==> src/rtl/bnn_layer_sequencer.sv <==
// bnn_layer_sequencer: issues (chunk, weight row) pairs for one binary FC layer, accumulates popcounts, thresholds and writes one activation bit per neuron.
module bnn_layer_sequencer #(
  parameter int WL = 112,
  parameter int NCHUNK = 4,
  parameter int NOUT = 64,
  parameter int PC_LAT = 3,
  localparam int CW = $clog2(NCHUNK),
  localparam int NW = $clog2(NOUT),
  localparam int AW = $clog2(NCHUNK * WL + 1)
) (
  input  logic             iCLK,
  input  logic             iRST,
  input  logic             iSTART,
  input  logic             iHOLD,
  input  logic [AW-1:0]    iTHRESH,
  output logic [CW-1:0]    oDATA_ADDR,
  output logic [NW+CW-1:0] oWEIGHT_ADDR,
  output logic             oPC_EN,
  input  logic             iPC_VALID,
  input  logic [6:0]       iPC_DATA,
  output logic             oOUT_WE,
  output logic [NW-1:0]    oOUT_ADDR,
  output logic             oOUT_BIT,
  output logic             oBUSY,
  output logic             oDONE
);
  localparam int OW = $clog2(PC_LAT + 2) + 1;
  typedef enum logic [1:0] {IDLE, ISSUE, DRAIN, DONE} state_t;
  state_t state_q, state_d;
  logic [CW-1:0] chunk_q, chunk_d, rc_q, rc_d;
  logic [NW-1:0] neuron_q, neuron_d, rn_q, rn_d, out_addr_q, out_addr_d;
  logic [AW-1:0] acc_q, acc_d, thresh_q, thresh_d, sum;
  logic [OW-1:0] pend_q, pend_d;
  logic we_q, we_d, bit_q, bit_d, busy_q, busy_d, done_q, done_d;
  logic issue, accept, last_chunk_in, last_issue, retire_last;
  always_comb begin
    issue = state_q == ISSUE && !iHOLD;
    // results are only taken while something is in flight, so stale pipe contents after reset are dropped
    accept = iPC_VALID && state_q != IDLE && (pend_q != '0 || issue);
    last_chunk_in = chunk_q == CW'(NCHUNK - 1);
    last_issue = issue && last_chunk_in && neuron_q == NW'(NOUT - 1);
    retire_last = rc_q == CW'(NCHUNK - 1);
    sum = (rc_q == '0 ? '0 : acc_q) + AW'(iPC_DATA);
    chunk_d = issue ? chunk_q + CW'(1) : chunk_q;
    neuron_d = issue && last_chunk_in ? neuron_q + NW'(1) : neuron_q;
    rc_d = accept ? rc_q + CW'(1) : rc_q;
    rn_d = accept && retire_last ? rn_q + NW'(1) : rn_q;
    acc_d = accept ? sum : acc_q;
    we_d = accept && retire_last;
    out_addr_d = we_d ? rn_q : out_addr_q;
    bit_d = we_d ? sum >= thresh_q : bit_q;
    pend_d = pend_q + OW'(issue) - OW'(accept);
    thresh_d = state_q == IDLE && iSTART ? iTHRESH : thresh_q;
    state_d = state_q == IDLE  ? (iSTART ? ISSUE : IDLE) :
              state_q == ISSUE ? (last_issue ? DRAIN : ISSUE) :
              state_q == DRAIN ? (we_q && out_addr_q == NW'(NOUT - 1) ? DONE : DRAIN) : IDLE;
    busy_d = state_d != IDLE;
    done_d = state_d == DONE;
  end
  always_ff @(posedge iCLK or posedge iRST) begin
    if (iRST) begin
      state_q <= IDLE;
      chunk_q <= '0;
      neuron_q <= '0;
      rc_q <= '0;
      rn_q <= '0;
      acc_q <= '0;
      thresh_q <= '0;
      pend_q <= '0;
      we_q <= 1'b0;
      out_addr_q <= '0;
      bit_q <= 1'b0;
      busy_q <= 1'b0;
      done_q <= 1'b0;
    end else begin
      state_q <= state_d;
      chunk_q <= chunk_d;
      neuron_q <= neuron_d;
      rc_q <= rc_d;
      rn_q <= rn_d;
      acc_q <= acc_d;
      thresh_q <= thresh_d;
      pend_q <= pend_d;
      we_q <= we_d;
      out_addr_q <= out_addr_d;
      bit_q <= bit_d;
      busy_q <= busy_d;
      done_q <= done_d;
    end
  end
  assign oDATA_ADDR = chunk_q;
  assign oWEIGHT_ADDR = {neuron_q, chunk_q};
  assign oPC_EN = issue;
  assign oOUT_WE = we_q;
  assign oOUT_ADDR = out_addr_q;
  assign oOUT_BIT = bit_q;
  assign oBUSY = busy_q;
  assign oDONE = done_q;
endmodule
==> config.mk <==
export PLATFORM = sky130hd
export DESIGN_NAME = bnn_layer_sequencer
export DESIGN_NICKNAME = d
export VERILOG_FILES = /design/src/rtl/bnn_layer_sequencer.sv
export SDC_FILE = /design/constraint.sdc
export NUM_CORES = 1
export LEC_CHECK = 0
export ABC_AREA = 1
export CAP_MARGIN = 20
export CORE_MARGIN = 8
export CORE_UTILIZATION = 55
export CTS_CLUSTER_DIAMETER = 150
export DETAILED_ROUTE_END_ITERATION = 8
export GPL_TIMING_DRIVEN = 0
export MAX_ROUTING_LAYER = met4
export PLACE_DENSITY = 0.8
export SLEW_MARGIN = 40
export SYNTH_ARGS = -nofsm -noshare
export SYNTH_HDL_FRONTEND = slang
export SYNTH_SLANG_ARGS = --single-unit
==> constraint.sdc <==
create_clock -name iCLK -period 3 [get_ports iCLK]
set_input_delay 0.75 -clock iCLK [delete_from_list [all_inputs] [get_ports iCLK]]
set_output_delay 0.75 -clock iCLK [all_outputs]
set_load 0.005 [all_outputs]
==> impl_metrics.py <==
metrics = {
    "placement": {
        "dp_hpwl_um": 4410,
        "place_ws_ps": -562,
        "port-buffer-count": 41,
        "place.gp.congestion": 0.846,
    },
    "global_routing": {
        "track_usage_pct": 16.1,
        "overflow": 0,
        "grt_max_degree": 28,
        "grt_pass1_wl_um": 10700,
        "grt_pass1_vias": 2345,
        "antenna_found_initial": 0,
    },
    "logic_synthesis": {
        "synth_top_family_by_area": "simple AND/OR/NAND/NOR gates",
        "synth_cell_types": 34,
        "synth_top_area_cell": "dfrtp_1",
        "synth-xor-area-share_pct": 4.38,
        "synthTopCellsByArea": "dfrtp_1, nand2_1, ha_1",
        "yosys.area_share.simple_pct": 24.9,
        "synth_top_cell_area_share_pct": 41.7,
        "syn-num-nets": 403,
        "synth-compound-area-share_pct": 6.21,
        "synthAdderAreaFrac_pct": 12.2,
        "synthesis.area_um2": 3000,
        "synth-seq-cells": 50,
        "synth_mux_area_share_pct": 0.375,
        "synth-seq-area-share_pct": 41.7,
        "netlist_instances": 354,
        "synth.avg_cell_area_um2": 8.48,
        "synth-warning-count": 0,
    },
    "pwr": {
        "switching_share_pct": 40.4,
        "power_mw": 3.63,
        "power_frac_comb_pct": 55.9,
        "p_leak_nw": 1.96,
        "clockPowerShare_pct": 13.5,
        "p_int_mw": 2.17,
        "power_switching_mw": 1.47,
        "ir_drop_uv": 408,
        "pwr-share-seq_pct": 30.6,
        "powerDensity_nw_per_um2": 952,
    },
    "finish": {
        "diodes": 0,
        "layout_commonest_cell": "nand2_1",
        "drive_gt1_share_pct": 19.0,
        "syn_to_final_growth_pct": 27.1,
        "final_cell_mix": "nand2_1, inv_1, dfrtp_1",
        "nNetsFinal": 464,
    },
    "critical_path": {
        "worstPathRequired_ps": 3210,
        "cp-start-kind": "primary input",
        "slowest_delay_ps": 500,
        "cp_cell_sequence": "clkdlybuf4s50_1, inv_1, fa_2, nand3b_1, nand2_2, nand2_2, nand2_1, nand2_1, buf_4, buf_4, buf_4, buf_4, buf_4, buf_4, buf_4, nand3_2, nand2_1",
        "worstSetupPathType": "primary input to flop",
        "critPathMaxFanout": 3,
        "worst-r2r-cell-count": 20,
        "crit_arrival_ps": 3120,
        "critPathCaptureType": "flop",
        "cpMaxStageDelayCell": "clkdlybuf4s50_1",
        "cp_common_cell": "buf_4",
    },
    "routing": {
        "drt-total-wl_um": 5990,
        "viasPerCell": 4.81,
        "final_antenna_net_count": 0,
        "routedWlPerCell_um": 12.3,
        "dr.pass1.iters": 6,
        "num_vias": 2349,
        "initialDrtViolationCount": 66,
        "post-route-drc-count": 0,
    },
    "sta": {
        "setup_violations": 0,
        "clock_skew_ps": 7.28,
        "fmax_ghz": 0.344,
        "final_hold_viol_count": 0,
        "setup_ws_ps": 89.1,
        "worst_pin_slew_ps": 329,
        "post-route-period-util_pct": 97.0,
        "layout_min_cycle_time_ps": 2910,
        "relSlewSlack_pct": 78.0,
        "drv_slew": 0,
    },
    "min_path": {
        "min_path_cells": 2,
        "hold_class": "flop to flop",
    },
    "die": {
        "die_y_um": 89.9,
        "io_pins": 42,
        "core_area_um2": 5370,
        "die_w_um": 89.9,
        "start_util_pct": 55.9,
        "die_area_um2": 8070,
        "rows": 27,
    },
    "clock_tree": {
        "cts_made_buffers": 5,
        "cts-root-buf": "clkbuf_8",
        "clkTransAtPathRegs_ps": 100,
        "htreeDepth": 2,
        "clockBufferDepth": 2,
        "clock_latency_ps": 310,
        "ctsHoldBuffers": 0,
        "clkSinkCount": 50,
        "cts_tree": "yes",
    },
    "run_status": {
        "status": "finished, final reports clean",
    },
    "run": {
        "max_cap_viol_count": 0,
    },
}
-- power by group through the flow --
stage,Clock [mW],Sequential [mW],Combinational (mW)
after global placement,0,1.11,1.66
final,0.491,1.11,2.03
after detailed placement,0,1.12,1.74
after global routing,0.536,1.15,2.32
after floorplan,0,1.10,1.24
after CTS,0.504,1.11,1.95
-- routing by layer --
metal	track usage [%]	routed length, um	part of all wire [%]	vias to the layer above
li1	-	-	-	1213
met1	19.5	2800	47	1095
met2	26.4	2940	49	37
met3	3.33	185	3.1	4
met4	5.13	59	0.99	0
met5	-	0	0	-
-- cell type report --
type,instances,area (um2)
plain buffers,5,51.3
clock buffers,5,68.8
clock inverters,3,47.5
fillers,401,1560
inverters,66,258
multi-input cells,233,1530
flip-flops and latches,50,1250
well taps,72,90.1
repair buffers,54,519
-- timing repair --
item                                    in CTS  in global routing
endpoints found under the setup margin       1                  2
gates resized for setup                     19                  6
setup buffers                                9                  3
pin swaps                                    8                  4
-- Yosys cell counts, drive strengths merged --
master,count
o21ai,14
and2,4
nand3,17
xor2,7
nor4,1
xnor2,8
nor3,1
a21boi,1
dfrtp,50
buf,5
ha,26
inv,66
nand3b,4
nor2,28
fa,2
a21oi,15
nor3b,1
nand2,100
nand4,3
mux2,1
-- critical path, delay by kind of cell --
family                     cells  cell delay, ps
buffers and inverters          9            1410
and+or+nand+nor                7             610
adders and majority gates      1             350
-- logic make-up after synthesis --
kind of cell,count (synthesis)
compound gates,30
simple gates,159
fa+ha+maj,28
buf+inv,71
mux,1
flops,50
xor+xnor,15
-- flip-flops by register name (all words and copies together), names as in the netlist, 2 cells and up --
name / cells
pend_q: 4
rc_q: 2
rn_q: 6
state_q: 2
acc_q: 9
oOUT_ADDR: 6
neuron_q: 6
oDATA_ADDR: 2
thresh_q: 9
-- metrics by stage --
stage               utilization, %  cell area [um2]  TNS (ps)  hold slack, ps  std cells
floorplan                        -             3000         0             449        354
global placement              65.2             3500      -559             461        467
detailed placement            65.6             3520      -655             465        468
CTS                           70.2             3770         0             491        485
global route                  71.0             3810     -3.28             524        488
finish                        71.0             3810         0             490        488
-- final timing paths --
path / startpoint / to / slack (ps)
hold / removal: rn_q[5]$_DFFE_PP0P_ / rn_q[5]$_DFFE_PP0P_ / 490
hold reg to reg: rn_q[5]$_DFFE_PP0P_ / rn_q[5]$_DFFE_PP0P_ / 490
setup reg to reg: rc_q[1]$_DFFE_PP0P_ / acc_q[6]$_DFFE_PP0P_ / 110
setup / recovery: iPC_DATA[1] / acc_q[6]$_DFFE_PP0P_ / 90
min in group asynchronous: iRST / oDONE$_DFF_PP0_ / 750
max in group asynchronous: iRST / acc_q[1]$_DFFE_PP0P_ / 1810
Power figures use the tool's default switching activity.
